**src/rtl/mul_div_unit.sv**
```systemverilog
// rtl/mul_div_unit.sv - iterative shift-add multiplier / restoring divider (MULT/MULTU/DIV/DIVU)
//
// Computes one result bit per clock. A request is latched in IDLE. CALC then runs for exactly
// WIDTH cycles. FIX applies the result signs and writes hi/lo.
// Latency from the accepted start edge to the done cycle is WIDTH+2 clocks, for every op.
//
// Optional feature macro: MULDIV_SIGNED_EN
//   defined   : op[0] selects signed (MULT/DIV) handling.
//   undefined : op[0] is ignored, every op is unsigned, and no negation logic is built.
//
// Ports:
//   clk          in   rising-edge clock
//   reset        in   synchronous, active-high
//   start        in   request, sampled only while idle
//   op[1:0]      in   00 MULTU, 01 MULT, 10 DIVU, 11 DIV
//   a[W-1:0]     in   multiplicand / dividend
//   b[W-1:0]     in   multiplier / divisor
//   busy         out  high while CALC or FIX
//   done         out  one-cycle pulse, hi/lo valid from this cycle
//   hi[W-1:0]    out  product upper half / remainder
//   lo[W-1:0]    out  product lower half / quotient
//   div_by_zero  out  set with done for a divide by zero, cleared on the next accepted start

module mul_div_unit #(
    parameter int WIDTH = 32
) (
    input  logic             clk,
    input  logic             reset,
    input  logic             start,
    input  logic [1:0]       op,
    input  logic [WIDTH-1:0] a,
    input  logic [WIDTH-1:0] b,
    output logic             busy,
    output logic             done,
    output logic [WIDTH-1:0] hi,
    output logic [WIDTH-1:0] lo,
    output logic             div_by_zero
);

    localparam int CW = (WIDTH > 1) ? $clog2(WIDTH) : 1;

    typedef enum logic [1:0] {
        S_IDLE = 2'd0,
        S_CALC = 2'd1,
        S_FIX  = 2'd2
    } state_t;

    state_t               state_q,    state_d;
    logic                 is_div_q,   is_div_d;
    logic [WIDTH-1:0]     opnd_q,     opnd_d;      // multiplicand or divisor magnitude
    logic [2*WIDTH-1:0]   acc_q,      acc_d;       // {hi,lo} product or {rem,quo}
    logic                 dbz_pend_q, dbz_pend_d;  // current divide has b==0
    logic [CW-1:0]        cnt_q,      cnt_d;
    logic                 busy_q,     busy_d;
    logic                 done_q,     done_d;
    logic                 dbz_q,      dbz_d;
    logic [WIDTH-1:0]     hi_q,       hi_d;
    logic [WIDTH-1:0]     lo_q,       lo_d;

    // Per-cycle datapath terms
    logic [WIDTH:0]       mul_sum;     // W+1 bits keeps the carry of the upper-half add
    logic [WIDTH:0]       rem_sh;      // remainder after shift-in, can reach W+1 bits
    logic [WIDTH-1:0]     quo_sh;
    logic                 div_ok;      // trial subtraction has no borrow
    logic [WIDTH-1:0]     div_diff;
    logic [2*WIDTH-1:0]   prod_fix;
    logic [WIDTH-1:0]     quo_fix;
    logic [WIDTH-1:0]     rem_fix;
    logic [WIDTH-1:0]     opa_in;
    logic [WIDTH-1:0]     opb_in;

`ifdef MULDIV_SIGNED_EN
    logic                 neg_res_q,  neg_res_d;   // product / quotient must be negated
    logic                 neg_rem_q,  neg_rem_d;   // remainder follows the sign of a
    logic                 sign_a;
    logic                 sign_b;

    // Magnitudes are W-bit unsigned, so -0x80000000 is correctly 0x80000000
    always_comb begin
        sign_a = op[0] & a[WIDTH-1];
        sign_b = op[0] & b[WIDTH-1];
        opa_in = sign_a ? -a : a;
        opb_in = sign_b ? -b : b;
    end
`else
    logic                 unused_op0;

    assign unused_op0 = op[0];
    assign opa_in     = a;
    assign opb_in     = b;
`endif

    always_comb begin
        mul_sum  = {1'b0, acc_q[2*WIDTH-1:WIDTH]} + {1'b0, opnd_q};
        rem_sh   = {acc_q[2*WIDTH-1:WIDTH], acc_q[WIDTH-1]};
        quo_sh   = {acc_q[WIDTH-2:0], 1'b0};
        div_ok   = (rem_sh >= {1'b0, opnd_q});
        // When div_ok the difference is below the divisor, so W bits are exact
        div_diff = rem_sh[WIDTH-1:0] - opnd_q;
    end

    // Sign fix-up of the finished magnitude result
    always_comb begin
`ifdef MULDIV_SIGNED_EN
        prod_fix = neg_res_q ? -acc_q : acc_q;
        quo_fix  = neg_res_q ? -acc_q[WIDTH-1:0] : acc_q[WIDTH-1:0];
        rem_fix  = neg_rem_q ? -acc_q[2*WIDTH-1:WIDTH] : acc_q[2*WIDTH-1:WIDTH];
`else
        prod_fix = acc_q;
        quo_fix  = acc_q[WIDTH-1:0];
        rem_fix  = acc_q[2*WIDTH-1:WIDTH];
`endif
    end

    always_comb begin
        state_d    = state_q;
        is_div_d   = is_div_q;
        opnd_d     = opnd_q;
        acc_d      = acc_q;
        dbz_pend_d = dbz_pend_q;
        cnt_d      = cnt_q;
        busy_d     = busy_q;
        done_d     = 1'b0;
        dbz_d      = dbz_q;
        hi_d       = hi_q;
        lo_d       = lo_q;
`ifdef MULDIV_SIGNED_EN
        neg_res_d  = neg_res_q;
        neg_rem_d  = neg_rem_q;
`endif

        case (state_q)
            S_IDLE: begin
                if (start) begin
                    is_div_d   = op[1];
                    dbz_pend_d = op[1] & (b == '0);
                    dbz_d      = 1'b0;
                    busy_d     = 1'b1;
                    cnt_d      = CW'(WIDTH - 1);
                    state_d    = S_CALC;
                    if (op[1]) begin
                        opnd_d = opb_in;
                        acc_d  = {{WIDTH{1'b0}}, opa_in};
                    end else begin
                        opnd_d = opa_in;
                        acc_d  = {{WIDTH{1'b0}}, opb_in};
                    end
`ifdef MULDIV_SIGNED_EN
                    neg_res_d = sign_a ^ sign_b;
                    neg_rem_d = sign_a;
`endif
                end
            end

            S_CALC: begin
                if (is_div_q) begin
                    // A zero divisor always passes the trial, giving quo=all ones and rem=|a|
                    if (div_ok) begin
                        acc_d = {div_diff, quo_sh | {{(WIDTH-1){1'b0}}, 1'b1}};
                    end else begin
                        acc_d = {rem_sh[WIDTH-1:0], quo_sh};
                    end
                end else begin
                    if (acc_q[0]) begin
                        acc_d = {mul_sum, acc_q[WIDTH-1:1]};
                    end else begin
                        acc_d = {1'b0, acc_q[2*WIDTH-1:1]};
                    end
                end
                if (cnt_q == '0) begin
                    state_d = S_FIX;
                end else begin
                    cnt_d = cnt_q - 1'b1;
                end
            end

            S_FIX: begin
                if (is_div_q) begin
                    // The sign-corrected remainder of a zero divide is a itself
                    hi_d  = rem_fix;
                    lo_d  = dbz_pend_q ? {WIDTH{1'b1}} : quo_fix;
                    dbz_d = dbz_pend_q;
                end else begin
                    hi_d  = prod_fix[2*WIDTH-1:WIDTH];
                    lo_d  = prod_fix[WIDTH-1:0];
                end
                done_d  = 1'b1;
                busy_d  = 1'b0;
                state_d = S_IDLE;
            end

            default: begin
                state_d = S_IDLE;
                busy_d  = 1'b0;
            end
        endcase
    end

    always_ff @(posedge clk) begin
        if (reset) begin
            state_q    <= S_IDLE;
            is_div_q   <= 1'b0;
            opnd_q     <= '0;
            acc_q      <= '0;
            dbz_pend_q <= 1'b0;
            cnt_q      <= '0;
            busy_q     <= 1'b0;
            done_q     <= 1'b0;
            dbz_q      <= 1'b0;
            hi_q       <= '0;
            lo_q       <= '0;
`ifdef MULDIV_SIGNED_EN
            neg_res_q  <= 1'b0;
            neg_rem_q  <= 1'b0;
`endif
        end else begin
            state_q    <= state_d;
            is_div_q   <= is_div_d;
            opnd_q     <= opnd_d;
            acc_q      <= acc_d;
            dbz_pend_q <= dbz_pend_d;
            cnt_q      <= cnt_d;
            busy_q     <= busy_d;
            done_q     <= done_d;
            dbz_q      <= dbz_d;
            hi_q       <= hi_d;
            lo_q       <= lo_d;
`ifdef MULDIV_SIGNED_EN
            neg_res_q  <= neg_res_d;
            neg_rem_q  <= neg_rem_d;
`endif
        end
    end

    assign busy        = busy_q;
    assign done        = done_q;
    assign hi          = hi_q;
    assign lo          = lo_q;
    assign div_by_zero = dbz_q;

endmodule

```
**config.mk**
```make
export PLATFORM = sky130hd
export DESIGN_NAME = mul_div_unit
export DESIGN_NICKNAME = d
export VERILOG_FILES = /design/src/rtl/mul_div_unit.sv
export SDC_FILE = /design/constraint.sdc
export NUM_CORES = 1
export LEC_CHECK = 0
export BUFFER_PORTS_ARGS = -buffer_cell sky130_fd_sc_hd__buf_2
export CAP_MARGIN = 15
export CORE_MARGIN = 3
export CORE_UTILIZATION = 40
export DETAILED_ROUTE_END_ITERATION = 12
export PLACE_DENSITY = 0.55
export SETUP_SLACK_MARGIN = 0.3
export SYNTH_ARGS = -nofsm -noshare
export SYNTH_HDL_FRONTEND = slang
export SYNTH_SLANG_ARGS = --single-unit
```
**constraint.sdc**
```tcl
create_clock -name clk -period 3.44 [get_ports clk]
set_clock_uncertainty 0.05 [all_clocks]
set_input_delay 0.172 -clock clk [delete_from_list [all_inputs] [get_ports clk]]
set_output_delay 0.172 -clock clk [all_outputs]
set_load 0.05 [all_outputs]
```
# Word-level counts from Yosys, hierarchy flattened
# Index checks and enable logic that the tools add are counted.
# W data, S select, Z words.
# op_classes
add_sub_neg,3
order_cmp,1
eq_ne,6
mux,21
n_bitwise,2
reduce_logical,11
# op_table
cell,count
$mux W64,4
$mux W32,4
$pmux W64 S2,1
$add A32 B32 Y33,1
$ge A33 B32 Y1,1
$logic_not A32 Y1,1
$sub A32 B32 Y32,1
$mux W5,2
$pmux W5 S2,1
$ne A2 B2 Y1 const B,4
$reduce_and A2 Y1,4
$reduce_and A3 Y1,2
$logic_not A5 Y1,1
$sub A5 B1 Y5 const B,1
$mux W1,4
$mux W2,2
$pmux W1 S2,2
$pmux W2 S2,1
$reduce_bool A2 Y1,2
$eq A2 B1 Y1 const B,1
$eq A2 B2 Y1 const B,1
$logic_not A2 Y1,1
$and A1 B1 Y1,1
$not A1 Y1,1
# word_totals
ff_bits,172
in_bits,69
out_inout_bits,67
wordCells,55

# Depth between registers and ports, before layout
# Gate-level depths: netlist (run 1).
# depth
word_depth,4
ltp_mapped,14

# Worst setup path after synthesis (run 1)
# No wires, ideal clock.
# synth_path
kind,register to register
from,register acc_q[32]
to,register acc_q[61]
setup_ns,0.073
arrival_ns,2.961
required_ns,3.317
path_slack_ns,0.356
stages_incl_launch_ff,13
n_path_buf,0
path_cell_list,dfxtp_1 -> ha_1 -> inv_1 -> fa_1 -> nand2b_1 -> a2111oi_4 -> o21ai_2 -> a2111oi_4 -> o221ai_2 -> a21oi_2 -> a31oi_1 -> o2111a_1 -> nor3_2
# synth_between
elab_chain_cells,4
# synth_lines
item,line_no,rtl
"start, declared",51,"logic [2*WIDTH-1:0] acc_q, acc_d;"
"start signal, assigned",204,acc_q <= '0;
"start signal, assigned",220,acc_q <= acc_d;
"$add A32 B32 Y33, or another cell as far along",94,"mul_sum = {1'b0, acc_q[2*WIDTH-1:WIDTH]} + {1'b0, opnd_q};"
"$mux W64, on equally long branches","164, 158",
$mux W64 (*),156,if (is_div_q) begin
$pmux W64 S2 (*),132,case (state_q)
# Every way passes the cells marked *; elsewhere a longest branch is shown, timed or not.
# A chain may end at the register's enable or synchronous reset.

# Worst setup path in the final report (run 1)
# Ends and elaborated chain as after synthesis.

==> flow_summary.yaml, run 1 <==
worst_setup_path:
  start_kind: "flop"
  crit_path_top_delay_cell: "a2111oi_4"
  path_class: "flop to flop"
  startpoint: "acc_q[32]$_SDFFE_PP0P_"
  crit_chain: "ha_4 > inv_2 > fa_2 > nand2b_4 > a2111oi_4 > o21ai_2 > a2111oi_4 > o221ai_2 > a21oi_2 > a31oi_4 > o2111a_1 > nor3_2"
  cp_num_buf_inv: 1
  slowest_delay_ns: 0.45
  crit_path_end_kind: "flop"
  cpMostUsedCell: "a2111oi_4"
  cp_top_family: "compound AO/OA/AOI/OAI gates"
  reg2reg_from: "acc_q[32]$_SDFFE_PP0P_"
  cp.required_ns: 3.76
  critPathMaxFanout: 3
  cp.arrival_ns: 3.38
sta:
  setup_viol: 0
  finalHoldViolations: 0
  fin_crit_sh_pct: 88.99
  fin_crit_ns: 3.061
  setup_ws_ns: 0.3789
  finalSetupTns_ns: 0
  tightest_slew_ns: 0.9900
  fmax_mhz: 326.7
  finalMaxSlewViolations: 0
  fin_hold_ws_ns: 0.01945
  rsz0062_at_grt: "true"
  slew_headroom_pct: 34.00
yosys:
  syn_avg_cell_area_um2: 7.676
  yosys_warnings: 0
  syn_inst: 1530
  synth_seq_cells: 172
  synth_cell_types: 79
  ys.flop_type: "dfxtp_1"
  yosysSeqAreaShare_pct: 29.32
  async_reset_ff_share_pct: 0
  syn_area_um2: 11750
  synth_nets: 1667
  synth_edf_count: 0
flow_run:
  cap_violations: 0
drt:
  wirelength_um: 38290
  ant_nets: 0
  drt_iter0_drc: 727
  drc: 0
  wire_per_inst_um: 18.65
  viasPerCell: 5.623
  vias: 11540
  firstDrtPassIters: 5
pwr:
  vdd_ir_drop_max_v: 0.0002535
  p_leak_nw: 5.762
  power_mw: 6.944
  power_density_nw_per_um2: 496.1
grt:
  met2_usage_pct: 36.55
  grt_pass1_vias: 10840
  grt_pass1_wl_um: 60220
  met1_usage_pct: 35.27
  use_met3_pct: 4.792
  gr-total-overflow: 0
  gr-usage-all-layers_pct: 24.10
  antenna_found_initial: 2
  grt_max_degree: 93
  gr-max-usage-layer: "met2"
clocking:
  cts_root_buffer: "clkbuf_16"
  numCtsBuffers: 17
  htree_levels: 4
  cts_tree: "built"
  clk_path_buf_depth: 2
  clkTransAtPathRegs_ns: 0.07
  clk_latency_ns: 0.45
  clkSinkCount: 172
cells_and_area:
  instances_no_fill: 2053
  n_fill_cell: 2935
  syn_to_final_growth_pct: 19.16
  final_layout_size_suffix_gt1_share_pct: 19.35
  stdcell_area_um2: 14000
  finish.utilization_pct: 48.50
  num_antenna_cells: 0
  nets: 1794
placement:
  gp_congestion: 0.9464
  dp_cells: 2015
  dp_hpwl_um: 27950
  dpl_cell_area_um2: 13060
  dp_slack_ns: 0.1620
  port_buffers: 134
outcome:
  outcome: "finished, final reports clean"
floorplanning:
  die_area_um2: 31450
  rows: 62
  initial_core_util_pct: 40.70
  die_w_um: 177.4
  coreArea_um2: 28860
  io_pins: 136
  die_h_um: 177.4
min_path:
  min_from: "a[16]"
  hold_path_class: "primary input to flop"
-- report_power, final --
part	total [mW]	internal (mW)	switching, mW
Combinational	2.58	1.01	1.57
Sequential	2.34	2.16	0.185
Clock	2.02	1.09	0.930
-- tightest hold or removal path: stages --
cell and delay [ns]:
buf_2 0.11, mux2i_1 0.12, a211oi_1 0.08
-- sequential cells by signal, summed over array words and instances (netlist names) --
signal	flops
opnd_q	32
cnt_q	5
div_by_zero	1
lo	32
hi	32
done	1
acc_q	64
state_q	2
busy	1
is_div_q	1
dbz_pend_q	1
-- path summary, 6_finish.rpt --
check | cells after the start | end | slack (ns)
setup / recovery | 12 | acc_q[61]$_SDFFE_PP0P_ | 0.38
hold / removal | 3 | opnd_q[16]$_SDFFE_PP0P_ | 0.02
setup reg to reg | 12 | acc_q[61]$_SDFFE_PP0P_ | 0.38
hold reg to reg | 2 | hi[16]$_SDFFE_PP0P_ | 0.40
-- Yosys cell counts, types with 4 or more instances --
cell type / instances / area share [%]
a2111oi_0: 4 / 0.30
a211oi_1: 110 / 7.0
a21o_1: 23 / 1.5
a21oi_1: 154 / 6.6
a221o_1: 5 / 0.43
a22oi_1: 4 / 0.26
a31oi_1: 6 / 0.32
a32o_1: 6 / 0.51
and2_1: 4 / 0.21
and3_1: 10 / 0.53
buf_1: 9 / 0.29
buf_2: 9 / 0.38
buf_6: 4 / 0.38
clkbuf_1: 80 / 2.6
dfxtp_1: 172 / 29
ha_1: 66 / 7.0
inv_1: 53 / 1.7
mux2_2: 5 / 0.48
mux2i_1: 81 / 6.9
nand2_1: 163 / 5.2
nand2b_1: 11 / 0.59
nand3_1: 18 / 0.77
nand4_1: 14 / 0.75
nor2_1: 201 / 6.4
nor2b_1: 34 / 1.8
nor3_1: 52 / 2.2
nor4_1: 12 / 0.64
o211ai_1: 15 / 0.96
o21a_1: 13 / 0.83
o21ai_0: 43 / 1.8
o21ai_1: 6 / 0.26
o21bai_1: 7 / 0.45
o221ai_1: 9 / 0.67
o31ai_1: 6 / 0.38
or3_1: 7 / 0.37
xnor2_1: 26 / 1.9
xor2_1: 25 / 1.9
-- what timing repair did --
item                                    in CTS  in global routing
pin swaps                                    5                 25
gates resized for setup                      7                 65
hold buffers                                 0                  0
setup buffers                                0                  7
endpoints found under the setup margin      17                 33
-- layout make-up --
class	instances	area (um2)	area share, %
Clock buffer	18	429.2	3.066
Clock inverter	13	155.1	1.109
Inverter	54	202.7	1.448
Multi-Input combinational cell	1202	7985	57.05
Sequential cell	172	3460	24.72
Tap cell	384	480.5	3.433
Timing Repair Buffer	210	1284	9.172
-- cells in the final DEF (no fill, tap or decap), types with 8 or more instances in the layout --
cell       Yosys  routed
a21oi_1      154     151
and3_1        10      10
nor2b_1       34      32
nand2b_1      11      10
xnor2_1       26      25
mux2i_1       81      81
dfxtp_1      172     159
ha_1          66      52
o21ai_0       43      39
xor2_1        25      25
nor4_1        12      11
nor3_1        52      51
nor2_1       201     198
nand4_1       14      14
nand2_1      163     163
ha_2           0       9
a21o_1        23      23
o21a_1        13      13
buf_4          0      75
o221ai_1       9       9
buf_2          9     132
dfxtp_2        0      13
o211ai_1      15      15
inv_1         53      51
o21ai_1        6       8
a211oi_1     110     105
clkbuf_16      0      17
nand3_1       18      18
-- metal layers --
layer / share of wire [%] / vias up
li1: - / 5781
met1: 50 / 5402
met4: 1.2 / 4
met3: 6.2 / 38
met2: 43 / 318
met5: 0.071 / -
-- logic make-up (layout without fill, tap and decap cells) --
family / count (synthesis) / count (layout) / synth area share (%)
compound gates: 454 / 454 / 26.11
flops: 172 / 172 / 29.32
buf+inv: 156 / 295 / 5.337
fa+ha+maj: 68 / 68 / 7.372
mux: 86 / 86 / 7.383
xor+xnor: 51 / 51 / 3.803
simple gates: 543 / 543 / 20.68
No activity file was read; power rests on OpenSTA's default activity.
==> inputs of run 2 (changes only) <==
- CELL_PAD_IN_SITES_DETAIL_PLACEMENT: default -> 1
- CELL_PAD_IN_SITES_GLOBAL_PLACEMENT: default -> 2
- CORE_UTILIZATION: 40 -> 35
- GPL_TIMING_DRIVEN: default -> 0
- PLACE_DENSITY: 0.55 -> 0.78
==> flow_summary.yaml, run 2 (synthesis results as in run 1) <==
drt:
  firstDrtPassIters: 5
  wire_per_inst_um: 21.75
  ant_nets: 0
  viasPerCell: 5.548
  drt_iter0_drc: 605
  vias: 11940
  wirelength_um: 46820
  drc: 0
clocking:
  htree_levels: 4
  cts_tree: "built"
  clkTransAtPathRegs_ns: 0.07
  clk_latency_ns: 0.45
  clkSinkCount: 172
  numCtsBuffers: 17
  clk_path_buf_depth: 2
  cts_root_buffer: "clkbuf_16"
worst_setup_path:
  slowest_delay_ns: 0.43
  r2r-end: "acc_q[63]$_SDFFE_PP0P_"
  cpMostUsedCell: "a2111oi_4"
  crit_chain: "ha_4 > inv_2 > fa_2 > nand2b_4 > a2111oi_4 > o21ai_2 > a2111oi_4 > o221ai_2 > buf_4 > nor2b_4 > nand3b_1 > a21oi_2 > a32o_1"
  ff2ff_setup_slack_ns: 0.19
  crit_path_top_delay_cell: "a2111oi_4"
  start_kind: "flop"
  critPathMaxFanout: 3
  crit_path_end_kind: "flop"
  cp.required_ns: 3.79
  crit_end: "acc_q[63]$_SDFFE_PP0P_"
  startpoint: "opnd_q[0]$_SDFFE_PP0P_"
  path_class: "flop to flop"
  reg2reg_from: "opnd_q[0]$_SDFFE_PP0P_"
  cp.arrival_ns: 3.60
  worst_r2r_path_depth: 13
floorplanning:
  rows: 66
  coreArea_um2: 32780
  io_pins: 136
  die_area_um2: 35790
  die_w_um: 189.2
  die_h_um: 189.2
  initial_core_util_pct: 35.83
sta:
  fin_hold_ws_ns: 0.02893
  finalMaxSlewViolations: 0
  fin_crit_ns: 3.251
  setup_viol: 0
  finalHoldViolations: 0
  fmax_mhz: 307.6
  setup_ws_ns: 0.1889
  rsz0062_at_grt: "true"
  slew_headroom_pct: 26.28
  finalSetupTns_ns: 0
  fin_crit_sh_pct: 94.51
  tightest_slew_ns: 1.102
cells_and_area:
  mostFrequentLayoutCell: "nor2_1"
  nets: 1835
  num_antenna_cells: 0
  instances_no_fill: 2153
  final_layout_size_suffix_gt1_share_pct: 16.89
  largest-register: "acc_q"
  largest_register_ffs: 64
  syn_to_final_growth_pct: 19.87
  layout_common_cells: "nor2_1 (199), nand2_1 (160), a21oi_1 (150), dfxtp_1 (148), buf_2 (141)"
pwr:
  p_int_mw: 4.326
  p_leak_nw: 5.674
  p_sw_share_pct: 40.00
  power_mw: 7.210
  p_sw_mw: 2.884
  clockPowerShare_pct: 29.5
  power_density_nw_per_um2: 512.1
  seq_power_share_pct: 33.1
  vdd_ir_drop_max_v: 0.0003614
  p_comb_share_pct: 37.4
grt:
  gr-total-overflow: 0
  grt_pass1_vias: 12540
  antenna_found_initial: 1
  gr-usage-all-layers_pct: 26.04
  grt_max_degree: 17
  grt_pass1_wl_um: 72680
placement:
  gp_congestion: 0.9088
  dp_slack_ns: -0.4841
  dp_hpwl_um: 36790
  port_buffers: 133
  dp_cells: 2105
outcome:
  outcome: "finished, final reports clean"
flow_run:
  cap_violations: 0
min_path:
  hold_path_class: "primary input to flop"
[run 2: final cells by class]
class | instances | area (um2)
well taps | 442 | 553.0
plain buffers | 102 | 449.2
clock inverters | 14 | 180.2
clock buffers | 18 | 439.2
multi-input cells | 1202 | 7983
fillers | 4090 | 18710
repair buffers | 149 | 790.8
flip-flops and latches | 172 | 3481
inverters | 54 | 202.7
[run 2: through the flow]
stage / util [%] / area [um2]
6_report: 42.94 / 14080
5_1_grt: 42.94 / 14080
4_1_cts: 42.26 / 13860
3_5_place_dp: 39.54 / 12960
3_3_place_gp: 39.54 / 12960
2_1_floorplan: - / 11750
[run 2: worst max-delay path: cells and delay by family (launching register included)]
| family | cells | cell delay, ns |
|---|---|---|
| AO/OA/AOI/OAI | 6 | 1.56 |
| adder cells (fa/ha/maj) | 2 | 0.53 |
| AND/OR/NAND/NOR | 3 | 0.49 |
| flip-flops | 1 | 0.37 |
| buffers and inverters | 2 | 0.20 |
[run 2: power groups by stage]
stage | combinational (mW) | sequential [mW] | clock [mW]
finish | 2.70 | 2.38 | 2.13
global route | 2.96 | 2.41 | 2.25
CTS | 2.60 | 2.37 | 2.17
detailed placement | 2.47 | 2.42 | 0
global placement | 2.44 | 2.42 | 0
floorplan | 1.70 | 2.39 | 0
[run 2: what timing repair did]
item / 4_1_cts / 5_1_grt
pin swaps: 19 / 12
endpoints found under the hold margin: 1 / 0
resized for setup: 54 / 57
buffers inserted: 7 / 7
hold buffers: 2 / 0
setup endpoints to repair: 33 / 33
[run 2: worst min-delay path by stage]
stage / startpoint / end / slack, ns / cells past startpoint
floorplan: b[19] / dbz_pend_q$_SDFFE_PP0P_ / 0.32 / 3
CTS: a[28] / opnd_q[28]$_SDFFE_PP0P_ / 0.02 / 3
finish: a[28] / opnd_q[28]$_SDFFE_PP0P_ / 0.03 / 3
global placement: hi[6]$_SDFFE_PP0P_ / hi[6]$_SDFFE_PP0P_ / 0.39 / 2
detailed placement: hi[19]$_SDFFE_PP0P_ / hi[19]$_SDFFE_PP0P_ / 0.40 / 2
global route: b[13] / dbz_pend_q$_SDFFE_PP0P_ / 0.04 / 4
[run 2: routing by layer]
metal  global-route usage (%)  vias to the layer above  share of wire (%)
met3                    3.740                       50                3.6
li1                         -                     5859                  -
met2                    44.45                      233                 47
met4                    7.247                        2                1.9
met1                    34.35                     5800                 47
met5                        0                        -              0.028
==> inputs of run 3 (changes only) <==
- ABC_AREA: default -> 1
- CELL_PAD_IN_SITES_DETAIL_PLACEMENT: 1 -> default
- CELL_PAD_IN_SITES_GLOBAL_PLACEMENT: 2 -> default
- CORE_ASPECT_RATIO: default -> 1.75
- CORE_UTILIZATION: 35 -> 40
- PLACE_DENSITY: 0.78 -> 0.55
==> flow_summary.yaml, run 3 <==
drt:
  drt_iter0_drc: 805
  wirelength_um: 57260
  drc: 0
  vias: 15420
  viasPerCell: 5.226
  wire_per_inst_um: 19.40
  ant_nets: 0
  firstDrtPassIters: 5
worst_setup_path:
  slowest_delay_ns: 0.65
  cp.required_ns: 3.69
  start_kind: "flop"
  cpMostUsedCell: "nand2_1"
  critPathMaxFanout: 10
  crit_path_end_kind: "flop"
  path_class: "flop to flop"
  cp_top_family: "simple AND/OR/NAND/NOR gates"
  crit_path_top_delay_cell: "dfxtp_1"
  crit_chain: "ha_1 > nand3_1 > nor2_1 > nand3b_1 > nand2_1 > nor2_4 > nand2_8 > buf_6 > nand2_1 > nand3_1 > nand2_1 > a21oi_1"
  cp_num_buf_inv: 1
  cp.arrival_ns: 3.26
cells_and_area:
  largest_register_ffs: 64
  syn_to_final_growth_pct: 17.75
  largest-register: "acc_q"
  num_antenna_cells: 0
  final_layout_size_suffix_gt1_share_pct: 7.934
  layout_common_cells: "nand2_1 (638), inv_1 (412), a21oi_1 (257), o21ai_0 (237), dfxtp_1 (171)"
  multiInputGateArea_um2: 7999
  seqCellArea_um2: 3445
  n_fill_cell: 3709
  mostFrequentLayoutCell: "nand2_1"
  nets: 2670
clocking:
  htree_levels: 4
  clkTransAtPathRegs_ns: 0.08
  clk_latency_ns: 0.46
  cts_tree: "built"
  clk_path_buf_depth: 2
  numCtsBuffers: 17
  clkSinkCount: 172
  cts_root_buffer: "clkbuf_16"
grt:
  antenna_found_initial: 0
  grt_pass1_vias: 15220
  grt_max_degree: 19
  grt_pass1_wl_um: 85450
  gr-total-overflow: 0
  gr-usage-all-layers_pct: 31.86
yosys:
  syn_inst: 2320
  synth_cell_types: 38
  synth_common_cells: "nand2_1 (638), inv_1 (412), a21oi_1 (257), o21ai_0 (237), dfxtp_1 (172)"
  synth_top_area_share_pct: 25.71
  ys.flop_type: "dfxtp_1"
  async_reset_ff_share_pct: 0
  synth_area_leaders: "dfxtp_1 (26%), nand2_1 (18%), inv_1 (12%)"
  yosysMostFrequentCell: "nand2_1"
  syn_avg_cell_area_um2: 5.773
  synth_edf_count: 0
  yosysSeqAreaShare_pct: 25.71
  synth_top_area_cell: "dfxtp_1"
  synth_seq_cells: 172
  yosys_warnings: 0
  syn_area_um2: 13390
  synth_nets: 2457
sta:
  finalSetupTns_ns: 0
  setup_viol: 0
  fmax_mhz: 331.9
  rsz0062_at_grt: "false"
  finalMaxSlewViolations: 0
  tightest_slew_ns: 1.072
  finalHoldViolations: 0
  fin_crit_ns: 3.013
  slew_headroom_pct: 28.51
  fin_crit_sh_pct: 87.60
floorplanning:
  rows: 88
  initial_core_util_pct: 40.55
  die_h_um: 248.1
  io_pins: 136
  die_w_um: 144.3
  die_area_um2: 35800
  coreArea_um2: 33030
pwr:
  p_leak_nw: 8.091
  power_mw: 6.506
  vdd_ir_drop_max_v: 0.0003540
  power_density_nw_per_um2: 412.5
min_path:
  hold_path_class: "primary input to flop"
placement:
  port_buffers: 132
  gp_congestion: 0.9600
  dp_hpwl_um: 47350
outcome:
  outcome: "finished, final reports clean"
flow_run:
  cap_violations: 0
[run 3: final timing paths]
check                          from                     end  slack [ns]  cells after the start
max          acc_q[34]$_SDFFE_PP0P_  acc_q[33]$_SDFFE_PP0P_        0.43                     12
min                           a[18]  acc_q[18]$_SDFFE_PP0P_        0.03                      5
max reg2reg  acc_q[34]$_SDFFE_PP0P_  acc_q[33]$_SDFFE_PP0P_        0.43                     12
min reg2reg       busy$_SDFFE_PP0P_       busy$_SDFFE_PP0P_        0.41                      2
[run 3: power breakdown]
group / switching (mW) / total (mW) / internal [mW]
sequential: 0.147 / 2.28 / 2.13
clock: 1.00 / 1.97 / 0.970
combinational: 1.56 / 2.25 / 0.697
total: 2.70 / 6.51 / 3.80
[run 3: kinds of logic after synthesis]
| group | synth area share, % |
|---|---|
| xor gates and xnor gates | 0.8501 |
| DFF | 25.71 |
| and+or+nand+nor | 31.54 |
| AOI/OAI and AO/OA | 20.79 |
| adders and majority gates | 6.464 |
| buffers and inverters | 14.65 |
[run 3: layer usage]
metal | up-vias | part of all wire, % | track usage (%)
met3 | 157 | 3.6 | 3.496
met4 | 0 | 7.8 | 21.20
met5 | - | 0 | 0
met2 | 406 | 52 | 59.19
met1 | 7046 | 37 | 32.89
li1 | 7813 | - | -
[run 3: cell type report]
| class | count | share of cell area [%] |
|---|---|---|
| Timing Repair Buffer | 194 | 8.124 |
| Clock buffer | 18 | 2.721 |
| Sequential cell | 172 | 21.84 |
| Buffer | 101 | 2.610 |
| Tap cell | 405 | 3.213 |
| Inverter | 413 | 9.829 |
| Clock inverter | 14 | 0.9441 |
| Multi-Input combinational cell | 1634 | 50.72 |
[run 3: stage by stage]
step	cell area, um2	worst slack, ns	hold slack (ns)	std cells	utilization [%]
CTS	15760	0.3103	0.01859	2951	47.71
floorplan	13390	1.256	0.2829	2320	-
finish	15770	0.4267	0.03358	2951	47.75
detailed placement	14560	0.3245	0.4041	2857	44.08
global placement	14560	0.3200	0.4023	2857	44.08
global route	15770	0.3035	0.07625	2951	47.75
[run 3: timing repair]
item,in CTS,in global routing
hold buffers,62,0
endpoints found under the setup margin,0,25
resized for setup,0,5
setup buffers,0,0
hold endpoints to repair,31,0
[run 3: tightest hold or removal path: cells and delay by family]
kind,cells,cell delay (ns)
AOI/OAI and AO/OA,3,0.19
buffers and inverters,2,0.15
